==> src/rtl/transport_receive_pkg.sv <==
// Transport protocol definitions shared by the sender and the receiver.
// Covers the framing bytes, the output word commands and the receive FSM states.
package transport_receive_pkg;

    localparam logic [7:0] HDR_CTRL  = 8'h40;
    localparam logic [7:0] HDR_AUDIO = 8'h80;
    localparam logic [7:0] TRAILER   = 8'hFF;
    localparam logic [7:0] IDLE_BYTE = 8'h00;

    localparam int WORD_W = 18;

    typedef enum logic [1:0] {
        CMD_IDLE  = 2'b00,
        CMD_CTRL  = 2'b01,
        CMD_AUDIO = 2'b10
    } cmd_e;

    typedef enum logic [2:0] {
        IDLE    = 3'd0,
        CTRL_HI = 3'd1,
        CTRL_LO = 3'd2,
        AUD_HI  = 3'd3,
        AUD_LO  = 3'd4,
        TRAIL   = 3'd5,
        SKIP    = 3'd6
    } rx_state_e;

    typedef struct packed {
        cmd_e        cmd;
        logic [15:0] data;
    } rx_word_t;

endpackage

==> src/rtl/rx_word_fifo.sv <==
// Synchronous first-word-fall-through FIFO with an occupancy count.
// A push into a full FIFO succeeds only when a pop happens in the same cycle; otherwise it is dropped.
module rx_word_fifo #(
    parameter int WIDTH = 18,
    parameter int DEPTH = 16
) (
    input  logic                       clk,
    input  logic                       reset,
    input  logic                       push_i,
    input  logic [WIDTH-1:0]           push_data_i,
    input  logic                       pop_i,
    output logic [WIDTH-1:0]           head_data_o,
    output logic                       empty_o,
    output logic                       full_o,
    output logic                       drop_o,
    output logic [$clog2(DEPTH):0]     count_o
);

    localparam int AW = $clog2(DEPTH);

    logic [WIDTH-1:0] mem_q [DEPTH];
    logic [AW-1:0]    wr_ptr_q, wr_ptr_d;
    logic [AW-1:0]    rd_ptr_q, rd_ptr_d;
    logic [AW:0]      count_q,  count_d;

    logic pop_ok;
    logic push_ok;

    assign empty_o = (count_q == '0);
    assign full_o  = (count_q == (AW+1)'(DEPTH));
    assign pop_ok  = pop_i && !empty_o;
    assign push_ok = push_i && (!full_o || pop_ok);
    assign drop_o  = push_i && full_o && !pop_ok;

    // Combinational read of the head entry gives fall-through without an extra cycle.
    assign head_data_o = mem_q[rd_ptr_q];
    assign count_o     = count_q;

    always_comb begin
        wr_ptr_d = wr_ptr_q;
        rd_ptr_d = rd_ptr_q;
        count_d  = count_q;
        if (push_ok) begin
            wr_ptr_d = wr_ptr_q + AW'(1);
        end
        if (pop_ok) begin
            rd_ptr_d = rd_ptr_q + AW'(1);
        end
        case ({push_ok, pop_ok})
            2'b10:   count_d = count_q + (AW+1)'(1);
            2'b01:   count_d = count_q - (AW+1)'(1);
            default: count_d = count_q;
        endcase
    end

    always_ff @(posedge clk) begin
        if (push_ok) begin
            mem_q[wr_ptr_q] <= push_data_i;
        end
    end

    always_ff @(posedge clk) begin
        if (reset) begin
            wr_ptr_q <= '0;
            rd_ptr_q <= '0;
            count_q  <= '0;
        end else begin
            wr_ptr_q <= wr_ptr_d;
            rd_ptr_q <= rd_ptr_d;
            count_q  <= count_d;
        end
    end

endmodule

==> src/rtl/transport_receive.sv <==
// Byte-stream transport receiver: frames fixed-size packets, decodes control and
// audio payloads into 18-bit {cmd, data} words and queues them in an output FIFO.
module transport_receive
    import transport_receive_pkg::*;
#(
    parameter int PACKET_SIZE = 16,
    parameter int FIFO_DEPTH  = 16
) (
    input  logic                          clk,
    input  logic                          reset,
    input  logic [7:0]                    packetIn,
    input  logic                          rcvValid,
    output logic [1:0]                    out_cmd,
    output logic [15:0]                   out_data,
    output logic                          out_valid,
    input  logic                          out_ready,
    output logic                          busy,
    output logic                          pkt_err,
    output logic                          overflow,
    output logic [$clog2(FIFO_DEPTH):0]   fifo_count
);

    localparam int CNT_W = $clog2(PACKET_SIZE);
    localparam logic [CNT_W-1:0] LAST_BYTE   = CNT_W'(PACKET_SIZE - 1);
    localparam logic [CNT_W-1:0] LAST_SAMPLE = CNT_W'(PACKET_SIZE - 2);

    rx_state_e        state_q, state_d;
    logic [CNT_W-1:0] cnt_q,   cnt_d;
    logic [7:0]       hi_q,    hi_d;
    logic             push_q,  push_d;
    rx_word_t         word_q,  word_d;
    logic             err_q,   err_d;
    logic             overflow_q;

    logic [WORD_W-1:0] head_raw;
    rx_word_t          head_word;
    logic              fifo_empty;
    logic              fifo_full;
    logic              fifo_drop;

    // cnt_q is the index of the next byte expected within the current packet.
    always_comb begin
        state_d = state_q;
        cnt_d   = cnt_q;
        hi_d    = hi_q;
        push_d  = 1'b0;
        word_d  = word_q;
        err_d   = 1'b0;

        if (rcvValid) begin
            case (state_q)
                IDLE: begin
                    if (packetIn == IDLE_BYTE) begin
                        state_d = IDLE;
                    end else if (packetIn == HDR_CTRL) begin
                        state_d = CTRL_HI;
                        cnt_d   = CNT_W'(1);
                    end else if (packetIn == HDR_AUDIO) begin
                        state_d = AUD_HI;
                        cnt_d   = CNT_W'(1);
                    end else begin
                        err_d   = 1'b1;
                        state_d = SKIP;
                        cnt_d   = CNT_W'(1);
                    end
                end
                CTRL_HI: begin
                    hi_d    = packetIn;
                    state_d = CTRL_LO;
                    cnt_d   = cnt_q + CNT_W'(1);
                end
                CTRL_LO: begin
                    push_d      = 1'b1;
                    word_d.cmd  = CMD_CTRL;
                    word_d.data = {hi_q, packetIn};
                    state_d     = SKIP;
                    cnt_d       = cnt_q + CNT_W'(1);
                end
                AUD_HI: begin
                    hi_d    = packetIn;
                    state_d = AUD_LO;
                    cnt_d   = cnt_q + CNT_W'(1);
                end
                AUD_LO: begin
                    push_d      = 1'b1;
                    word_d.cmd  = CMD_AUDIO;
                    word_d.data = {hi_q, packetIn};
                    state_d     = (cnt_q == LAST_SAMPLE) ? TRAIL : AUD_HI;
                    cnt_d       = cnt_q + CNT_W'(1);
                end
                TRAIL: begin
                    err_d   = (packetIn != TRAILER);
                    state_d = IDLE;
                    cnt_d   = '0;
                end
                SKIP: begin
                    if (cnt_q == LAST_BYTE) begin
                        state_d = IDLE;
                        cnt_d   = '0;
                    end else begin
                        cnt_d   = cnt_q + CNT_W'(1);
                    end
                end
                default: begin
                    state_d = IDLE;
                    cnt_d   = '0;
                end
            endcase
        end
    end

    always_ff @(posedge clk) begin
        if (reset) begin
            state_q <= IDLE;
            cnt_q   <= '0;
            hi_q    <= '0;
            push_q  <= 1'b0;
            word_q  <= '0;
            err_q   <= 1'b0;
        end else begin
            state_q <= state_d;
            cnt_q   <= cnt_d;
            hi_q    <= hi_d;
            push_q  <= push_d;
            word_q  <= word_d;
            err_q   <= err_d;
        end
    end

    // Completed words are staged one cycle before entering the FIFO.
    rx_word_fifo #(
        .WIDTH (WORD_W),
        .DEPTH (FIFO_DEPTH)
    ) u_fifo (
        .clk         (clk),
        .reset       (reset),
        .push_i      (push_q),
        .push_data_i (word_q),
        .pop_i       (out_ready),
        .head_data_o (head_raw),
        .empty_o     (fifo_empty),
        .full_o      (fifo_full),
        .drop_o      (fifo_drop),
        .count_o     (fifo_count)
    );

    always_ff @(posedge clk) begin
        if (reset) begin
            overflow_q <= 1'b0;
        end else if (fifo_drop) begin
            overflow_q <= 1'b1;
        end
    end

    assign head_word = head_raw;
    assign out_valid = !fifo_empty;
    assign out_cmd   = out_valid ? head_word.cmd  : CMD_IDLE;
    assign out_data  = out_valid ? head_word.data : 16'h0000;
    assign busy      = (state_q != IDLE);
    assign pkt_err   = err_q;
    assign overflow  = overflow_q;

endmodule

==> config.mk <==
export PLATFORM = sky130hd
export DESIGN_NAME = transport_receive
export DESIGN_NICKNAME = d
export VERILOG_FILES = /design/src/rtl/transport_receive_pkg.sv /design/src/rtl/rx_word_fifo.sv /design/src/rtl/transport_receive.sv
export SDC_FILE = /design/constraint.sdc
export NUM_CORES = 1
export LEC_CHECK = 0
export ABC_AREA = 1
export CORE_MARGIN = 4
export CORE_UTILIZATION = 40
export DETAILED_ROUTE_END_ITERATION = 6
export GPL_TIMING_DRIVEN = 0
export PLACE_DENSITY = 0.69
export RECOVER_POWER = 50
export SLEW_MARGIN = 30
export SYNTH_ARGS = -nofsm -noshare
export SYNTH_HDL_FRONTEND = slang
export SYNTH_SLANG_ARGS = --single-unit
==> constraint.sdc <==
create_clock -name clk -period 2.3 [get_ports clk]
set_clock_uncertainty 0.2 [all_clocks]
set_input_delay 0.345 -clock clk [delete_from_list [all_inputs] [get_ports clk]]
set_output_delay 0.345 -clock clk [all_outputs]
set_load 0.005 [all_outputs]
==> summary.log, run 1 <==
qor: outcome.run_status finished with violations
qor: outcome.violations_in_the_final_reports negative setup slack
qor: timing.post-route-min-period 2.876 ns
qor: die.die_height 192.8 um
qor: power_and_ir_drop.power_leakage 6.062 nW
qor: routing.antenna_violating_nets_post_route 0
qor: critical_path.critical_path.max_stage_delay 0.37 ns
qor: cells_and_area.layout.cells.non_filler 1,742
qor: timing.totalNegativeSetupSlack -20.82 ns
qor: synth.synth_area_per_cell 12.07 sq um
qor: place.final_hpwl_from_detailed_placement 23,000 um
qor: clocking.cts_tree yes
qor: routing.vias 10,140
qor: critical_path.timing.reg2reg.worst_path_depth 7
qor: synth.post_synth_instance_area 13,650 sq um
qor: clocking.cts_root_buf sky130_fd_sc_hd__clkbuf_16
qor: timing.setup_ws -0.5757 ns
qor: synth.ys.flop_type sky130_fd_sc_hd__edfxtp_1
qor: critical_path.endpoint_kind primary output
qor: worst_hold_path.hold_path.class primary input to flop
qor: cells_and_area.fin_nets 1,290
qor: synth.ys_async_sr_fraction 0
qor: global_route.grt_max_degree 19
qor: synth.synth_sequential_area_ratio 0.7111
qor: routing.drc 0
qor: synth.area_fraction_of_the_dominant_cell_type_after_synthesis 0.6334
qor: clocking.hold_buffers 0
qor: cells_and_area.layout_stage_area_growth_over_the_synthesis_result 30.02%
qor: synth.synthMostInstantiatedCell sky130_fd_sc_hd__edfxtp_1
qor: critical_path.ff2ff_setup_slack -0.10 ns
qor: die.initial_utilization 0.4061
qor: critical_path.worst_path_most_repeated_cell sky130_fd_sc_hd__buf_12
qor: global_route.grt_antenna_before_repair 1
qor: worst_hold_path.worstHoldStart out_ready
qor: critical_path.worst-endpoint-arrival 2.33 ns
qor: timing.rsz0062_at_grt true
qor: routing.wl_per_cell 23.61 um
qor: critical_path.critPathBufInv 5
qor: synth.yosys_warnings 0
qor: timing.setup_violations 295
qor: clocking.cts_bufs_inserted 34
qor: routing.detail_route.vias_per_cell 5.823
qor: critical_path.timing.critical_path.depth 9
qor: clocking.insertion_delay 0.51 ns
qor: timing.max-slew-margin-rel 0.3781
qor: synth.post_synth_most_frequent_cells 288 x sky130_fd_sc_hd__edfxtp_1, 197 x sky130_fd_sc_hd__nor2_1, 150 x sky130_fd_sc_hd__o21ai_0, 58 x sky130_fd_sc_hd__a21oi_1, 53 x sky130_fd_sc_hd__dfxtp_1
qor: routing.drt_iter0_markers 1,174
qor: synth.yosys_register_bits 341
qor: die.chipWidth 192.8 um
qor: timing.layout_worst_path_cycle_share 1.250
qor: critical_path.critical_path.startpoint_type flop
qor: cells_and_area.drive_above_1_share 0.2767
qor: critical_path.path_max_fanout 10
qor: timing.finalMaxSlewViolations 0
qor: timing.worstMarginPinSlew 0.9316 ns
qor: timing.highest_clock_rate 347.7 MHz
qor: global_route.aggregate_global_routing_overflow 0
qor: critical_path.critical_path_required 1.75 ns
qor: synth.synth_compound_area_frac 0.1425
qor: synth.yosys.area_share.simple 0.09531
qor: place.place_area 14,720 sq um
qor: synth.proportion_of_synthesized_area_in_mux_cells 0
qor: synth.synth_top_family_by_area compound AO/OA/AOI/OAI gates
qor: synth.post-synth-top-area-cell sky130_fd_sc_hd__edfxtp_1
qor: flow_run.drv.max_cap_violation_count 0
qor: place.routabilityCongestion 0.8501
qor: timing.final_hold_viol_count 0
qor: place.place.port_buffers 37
qor: die.fp-row-count 67
qor: cells_and_area.finish.instance_area 17,750 sq um
qor: critical_path.critical-path-top-delay-family buffers and inverters
qor: clocking.clock_transition_at_the_registers_of_the_reported_paths 0.06 ns
qor: die.design.core.area 33,620 sq um
qor: synth.syn-instance-count 1,131
qor: routing.routed_wirelength 41,130 um
qor: synth.synth_adder_area_share 0.007331
qor: critical_path.critPathKind flop to primary output
qor: clocking.numClockSinks 341
qor: power_and_ir_drop.cellPowerDensity 1131 nW/um^2
qor: cells_and_area.antenna_cells_inserted 0
qor: clocking.clock_tree.htree_level_count 2
qor: power_and_ir_drop.power.total 0.02007 W
qor: die.io_pins 39
qor: global_route.global_route.usage.total 0.2157
qor: synth.post_synth_xor_area_fraction 0.001924
qor: critical_path.critPathCapture out_cmd[1]
qor: synth.synth_fp_nets 1,151
qor: power_and_ir_drop.vdd_drop_max 0.7599 mV
qor: critical_path.r2r_end u_fifo.mem_q[3][14]
qor: synth.synth.area.top_cells sky130_fd_sc_hd__edfxtp_1 63%, sky130_fd_sc_hd__dfxtp_1 7.8%, sky130_fd_sc_hd__o21ai_0 5.5%
qor: synth.synth_cell_types 39
qor: synth.synth_edf_count 288
qor: critical_path.reg2reg_from u_fifo.count_o[2]
qor: routing.total_iterations_of_the_first_detailed_routing_run 5
qor: critical_path.critical-path-slowest-cell sky130_fd_sc_hd__dfxtp_4
qor: place.dp_cells 1,617
qor: global_route.grt_first_pass_wirelength 60,470 um
qor: global_route.first_global_vias 10,170
qor: clocking.cts_buffer_depth 3
qor: critical_path.cell_chain_critical_path buf_12 > buf_8 > buf_12 > buf_12 > nor2_1 > o221ai_1 > nand3_1 > a21oi_4 > buf_2
qor: die.design.die.area 37,150 sq um
[cell type report]
class / instances / area [sq um]
Sequential cell: 341 / 9724
Inverter: 66 / 279.0
Timing Repair inverter: 1 / 8.758
Clock buffer: 43 / 968.4
Fill cell: 2680 / 15860
Tap cell: 448 / 560.5
Buffer: 63 / 728.2
Clock inverter: 17 / 132.6
Multi-Input combinational cell: 657 / 4081
Timing Repair Buffer: 106 / 1269
[power by group]
group / switching (W) / internal (W)
combinational: 0.00419 / 0.00308
clock: 0.00233 / 0.00321
sequential: 0.000326 / 0.00695
[per-layer routing]
metal  part of all wire  routed length (um)  global-route usage  up-vias
met5            0.00017                   7                   0        -
met3               0.11                4484             0.03853      151
met4              0.046                1906             0.09024        2
met2               0.47               19460              0.3566      649
met1               0.37               15270              0.2809     4906
li1                   -                   -                   -     4435
[cell usage in the layout, fill, tap and decap left out, types with 4 or more instances in the layout]
cell,Yosys,routed
sky130_fd_sc_hd__a21oi_1,58,42
sky130_fd_sc_hd__a21oi_2,1,15
sky130_fd_sc_hd__buf_12,0,30
sky130_fd_sc_hd__buf_16,0,4
sky130_fd_sc_hd__buf_2,19,22
sky130_fd_sc_hd__buf_4,8,29
sky130_fd_sc_hd__buf_6,2,16
sky130_fd_sc_hd__buf_8,0,9
sky130_fd_sc_hd__clkbuf_1,36,10
sky130_fd_sc_hd__clkbuf_16,0,45
sky130_fd_sc_hd__clkbuf_2,0,7
sky130_fd_sc_hd__clkbuf_4,0,14
sky130_fd_sc_hd__clkbuf_8,0,6
sky130_fd_sc_hd__clkdlybuf4s50_1,0,17
sky130_fd_sc_hd__clkinv_1,2,7
sky130_fd_sc_hd__clkinv_2,0,6
sky130_fd_sc_hd__dfxtp_1,53,47
sky130_fd_sc_hd__edfxtp_1,288,288
sky130_fd_sc_hd__ha_1,8,8
sky130_fd_sc_hd__inv_1,51,55
sky130_fd_sc_hd__inv_2,12,7
sky130_fd_sc_hd__nand2_1,50,51
sky130_fd_sc_hd__nand3_1,43,32
sky130_fd_sc_hd__nand3_2,0,12
sky130_fd_sc_hd__nand4_1,6,6
sky130_fd_sc_hd__nor2_1,197,150
sky130_fd_sc_hd__nor2_2,4,22
sky130_fd_sc_hd__nor2_4,1,30
sky130_fd_sc_hd__o21ai_0,150,126
sky130_fd_sc_hd__o21ai_1,46,53
sky130_fd_sc_hd__o21ai_2,0,17
sky130_fd_sc_hd__o221ai_1,50,20
sky130_fd_sc_hd__o221ai_2,0,30
sky130_fd_sc_hd__o22ai_1,22,7
sky130_fd_sc_hd__o22ai_2,0,15
[worst min-delay path by stage]
| stage | endpoint | slack (ns) | cells after the start |
|---|---|---|---|
| floorplan | hi_q[7] | 0.22 | 2 |
| global placement | hi_q[7] | 0.23 | 2 |
| detailed placement | hi_q[7] | 0.23 | 2 |
| CTS | overflow | 0.11 | 4 |
| global route | overflow | 0.19 | 4 |
| finish | overflow | 0.12 | 4 |
[state kept, by name, summed over array words and instances (netlist names), named ones only]
| name | flops |
|---|---|
| u_fifo.wr_ptr_q | 4 |
| push_q | 1 |
| word_q | 18 |
| state_q | 3 |
| cnt_q | 4 |
| hi_q | 8 |
| overflow | 1 |
| u_fifo.mem_q | 288 |
| u_fifo.count_o | 5 |
| u_fifo.rd_ptr_q | 4 |
| pkt_err | 1 |
[through the flow]
step                  util  hold slack [ns]  worst slack [ns]
floorplan                -           0.2202          -0.05047
global placement    0.4343           0.2280            -1.063
detailed placement  0.4379           0.2326            -1.029
CTS                 0.5161           0.1119           -0.4556
global route        0.5281           0.1892           -0.6068
finish              0.5281           0.1195           -0.5757
[kinds of logic after synthesis]
logic type,after synthesis
xor gates and xnor gates,3
DFF,341
AOI/OAI and AO/OA,337
and+or+nand+nor,309
buffers and inverters,133
adders and majority gates,8
[repair_timing]
item	4_1_cts	5_1_grt
gates cloned	8	4
setup buffers	51	9
setup endpoints to repair	298	22
pin swaps	100	92
resized for setup	311	117
[worst min-delay path: stages]
cell                      delay [ns]
sky130_fd_sc_hd__buf_2          0.17
sky130_fd_sc_hd__nor3_1         0.10
sky130_fd_sc_hd__a21oi_1        0.12
sky130_fd_sc_hd__nor2_1         0.04
Power figures use the tool's default switching activity.
==> inputs of run 2 (changes only) <==
--- a/config.mk
+++ b/config.mk
@@ -6,13 +6,13 @@
 export NUM_CORES = 1
 export LEC_CHECK = 0
 export ABC_AREA = 1
+export CAP_MARGIN = 20
 export CORE_MARGIN = 4
 export CORE_UTILIZATION = 40
 export DETAILED_ROUTE_END_ITERATION = 6
 export GPL_TIMING_DRIVEN = 0
 export PLACE_DENSITY = 0.69
 export RECOVER_POWER = 50
-export SLEW_MARGIN = 30
 export SYNTH_ARGS = -nofsm -noshare
 export SYNTH_HDL_FRONTEND = slang
 export SYNTH_SLANG_ARGS = --single-unit
==> summary.log, run 2 (synthesis gave the netlist of run 1 again) <==
qor: outcome.run_status finished with violations
qor: outcome.violations_in_the_final_reports negative setup slack
qor: routing.drt_iter0_markers 1,111 [-5.4%]
qor: global_route.grt_first_pass_wirelength 57,100 um [-5.6%]
qor: global_route.first_global_vias 9,616 [-5.4%]
qor: place.routabilityCongestion 0.8501 [unchanged]
qor: place.place.port_buffers 37 [unchanged]
qor: critical_path.path_max_fanout 8 [-2]
qor: global_route.aggregate_global_routing_overflow 0 [unchanged]
qor: cells_and_area.largest_registers u_fifo.mem_q x288, word_q x18, hi_q x8
qor: routing.drc 0 [unchanged]
qor: cells_and_area.final_common_cell sky130_fd_sc_hd__edfxtp_1
qor: power_and_ir_drop.cell_internal_pwr 0.01290 W [-2.5%]
qor: cells_and_area.drive_above_1_share 0.2305 [-0.04619]
qor: routing.routed_wirelength 39,150 um [-4.8%]
qor: timing.post-route-min-period 2.793 ns [-0.08284 ns]
qor: power_and_ir_drop.seq_power_share 0.376 [+0.014]
qor: power_and_ir_drop.power_switching_share 0.3344 [-0.006219]
qor: critical_path.worst-endpoint-arrival 2.25 ns [-0.08 ns]
qor: die.fp-row-count 67 [unchanged]
qor: cells_and_area.layout.cells.most_common_list 288 x sky130_fd_sc_hd__edfxtp_1, 169 x sky130_fd_sc_hd__nor2_1, 138 x sky130_fd_sc_hd__o21ai_0
qor: power_and_ir_drop.power_leakage 5.882 nW [-3.0%]
qor: global_route.grt_antenna_before_repair 0 [-1]
qor: timing.max-slew-margin-rel 0.3871 [+0.009068]
qor: clocking.cts_root_buf sky130_fd_sc_hd__clkbuf_16
qor: die.die_height 192.8 um [unchanged]
qor: timing.finalMaxSlewViolations 0 [unchanged]
qor: power_and_ir_drop.power.clock.fraction 0.287 [+0.011]
qor: critical_path.critical-path-slowest-cell sky130_fd_sc_hd__dfxtp_4
qor: cells_and_area.layout_stage_area_growth_over_the_synthesis_result 26.37%
qor: timing.final_hold_viol_count 0 [unchanged]
qor: critical_path.critical_path_required 1.75 ns [about the same]
qor: timing.setup_violations 33 [-89%]
qor: cells_and_area.layout.cells.non_filler 1,728 [-0.80%]
qor: worst_hold_path.hold_path.class primary input to flop
qor: timing.layout_worst_path_cycle_share 1.214 [-0.03602]
qor: power_and_ir_drop.cellPowerDensity 1123 nW/um^2 [-0.65%]
qor: flow_run.drv.max_cap_violation_count 0 [unchanged]
qor: timing.highest_clock_rate 358.1 MHz [+3.0%]
qor: die.io_pins 39 [unchanged]
qor: clocking.cts_buffer_depth 3 [unchanged]
qor: cells_and_area.registers.top_by_ff_count u_fifo.mem_q
qor: clocking.clock_transition_at_the_registers_of_the_reported_paths 0.06 ns [about the same]
qor: global_route.global_route.usage.total 0.2033 [-0.01235]
qor: power_and_ir_drop.power.combinational.fraction 0.336 [-0.026]
qor: timing.worstMarginPinSlew 0.9180 ns [-0.01358 ns]
qor: cells_and_area.fin_nets 1,275 [-1.2%]
qor: routing.wl_per_cell 22.66 um [-4.0%]
qor: routing.total_iterations_of_the_first_detailed_routing_run 5 [unchanged]
qor: cells_and_area.utilization 0.5132 [-0.01485]
qor: critical_path.critical_path.startpoint_type flop
qor: clocking.hold_buffers 0 [unchanged]
qor: timing.setup_ws -0.4929 ns [+0.08284 ns]
qor: power_and_ir_drop.power.total 0.01938 W [-3.4%]
qor: routing.detail_route.vias_per_cell 5.771 [-0.88%]
qor: routing.antenna_violating_nets_post_route 0 [unchanged]
qor: clocking.clock_tree.htree_level_count 2 [unchanged]
qor: die.initial_utilization 0.4061 [unchanged]
qor: clocking.cts_bufs_inserted 35 [+2.9%]
qor: critical_path.critical_path.max_stage_delay 0.36 ns [about the same]
qor: clocking.cts_tree yes
qor: clocking.insertion_delay 0.51 ns [about the same]
qor: clocking.numClockSinks 341 [unchanged]
qor: global_route.grt_max_degree 19 [unchanged]
qor: critical_path.worst_path_most_repeated_cell sky130_fd_sc_hd__buf_12
qor: critical_path.critPathBufInv 5 [unchanged]
qor: critical_path.cell_chain_critical_path buf_12 > inv_12 > buf_4 > buf_12 > nor2_1 > o221ai_1 > nand3_1 > a21oi_2 > buf_2
qor: power_and_ir_drop.p_switching 0.006481 W [-5.2%]
qor: place.preCtsSetupSlack -1.026 ns [+0.002170 ns]
qor: critical_path.endpoint_kind primary output
qor: place.final_hpwl_from_detailed_placement 23,920 um [+4.0%]
qor: die.design.die.area 37,150 sq um [unchanged]
qor: die.chipWidth 192.8 um [unchanged]
qor: cells_and_area.antenna_cells_inserted 0 [unchanged]
qor: critical_path.critical-path-top-delay-family buffers and inverters
qor: critical_path.critPathKind flop to primary output
qor: cells_and_area.number_of_flip_flops_under_the_largest_register_name 288 [unchanged]
qor: timing.hold_ws 0.1745 ns [+0.05502 ns]
qor: routing.vias 9,973 [-1.7%]
qor: timing.rsz0062_at_grt true
qor: place.dp_cells 1,631 [+0.87%]
qor: power_and_ir_drop.vdd_drop_max 0.7023 mV [-7.6%]
qor: die.design.core.area 33,620 sq um [unchanged]
[run 2: changes by cell type in the layout (fill, tap and decap cells not counted), moves of 9 or more]
cell and delta:
sky130_fd_sc_hd__buf_12 -14, sky130_fd_sc_hd__buf_8 +11, sky130_fd_sc_hd__nor2_4 -10, sky130_fd_sc_hd__o21ai_0 +12, sky130_fd_sc_hd__nor2_2 -9, sky130_fd_sc_hd__nor2_1 +19
sky130_fd_sc_hd__o221ai_1 +12, sky130_fd_sc_hd__o221ai_2 -12
[run 2: per-stage QoR]
step,TNS (ns),instance area (sq um)
final,-7.751,17250
after CTS,-7.146,16780
after floorplan,-8.540,13670
after global routing,-18.71,17250
after detailed placement,-26.98,14900
after global placement,-193.06,14600
[run 2: path summary, 6_finish.rpt]
path / startpoint / to / slack, ns / cells past startpoint
worst max register to register: u_fifo.count_o[3] / u_fifo.mem_q[12][3] / -0.02 / 7
worst min register to register: hi_q[4] / hi_q[4] / 0.25 / 2
worst min-delay path: out_ready / overflow / 0.17 / 4
worst max-delay path: flop / out_cmd[1] / -0.49 / 9
[run 2: area by class of cell]
class,count,area (sq um)
Fill cell,2760,16360
Timing Repair Buffer,87,1033
Clock buffer,50,1006
Sequential cell,341,9729
Inverter,66,277.8
Tap cell,448,560.5
Multi-Input combinational cell,657,3832
Timing Repair inverter,2,16.27
Clock inverter,12,107.6
Buffer,65,689.4
[run 2: power groups by stage]
stage | Sequential (W) | Combinational, W | Clock [W]
after floorplan | 0.00723 | 0.00283 | 0
after global placement | 0.00734 | 0.00483 | 0
after detailed placement | 0.00736 | 0.00492 | 0
after CTS | 0.00725 | 0.00583 | 0.00559
after global routing | 0.00732 | 0.00695 | 0.00588
final | 0.00729 | 0.00652 | 0.00557
[run 2: repair_timing]
action | 4_1_cts | 5_1_grt
buffers inserted | 11 | 17
cloned | 4 | 5
pin swaps | 67 | 67
gates resized for setup | 278 | 76
setup endpoints to repair | 161 | 204
endpoints found under the hold margin | 0 | 0
[run 2: worst reg2reg max path, stage by stage, from the launching register on]
cell                      delay, ns
sky130_fd_sc_hd__dfxtp_1       0.36
sky130_fd_sc_hd__nor2_1        0.25
sky130_fd_sc_hd__nand2_1       0.09
sky130_fd_sc_hd__nor3_1        0.37
sky130_fd_sc_hd__nor2_4        0.13
sky130_fd_sc_hd__nand2_1       0.37
sky130_fd_sc_hd__nor2_4        0.13
sky130_fd_sc_hd__buf_8         0.19
[run 2: per-layer routing]
metal | vias up | track usage | wire, um
met3 | 118 | 0.04468 | 4173
met5 | - | 0 | 0
met1 | 4855 | 0.2698 | 14900
met4 | 0 | 0.08064 | 1566
met2 | 589 | 0.3265 | 18510
li1 | 4411 | - | -
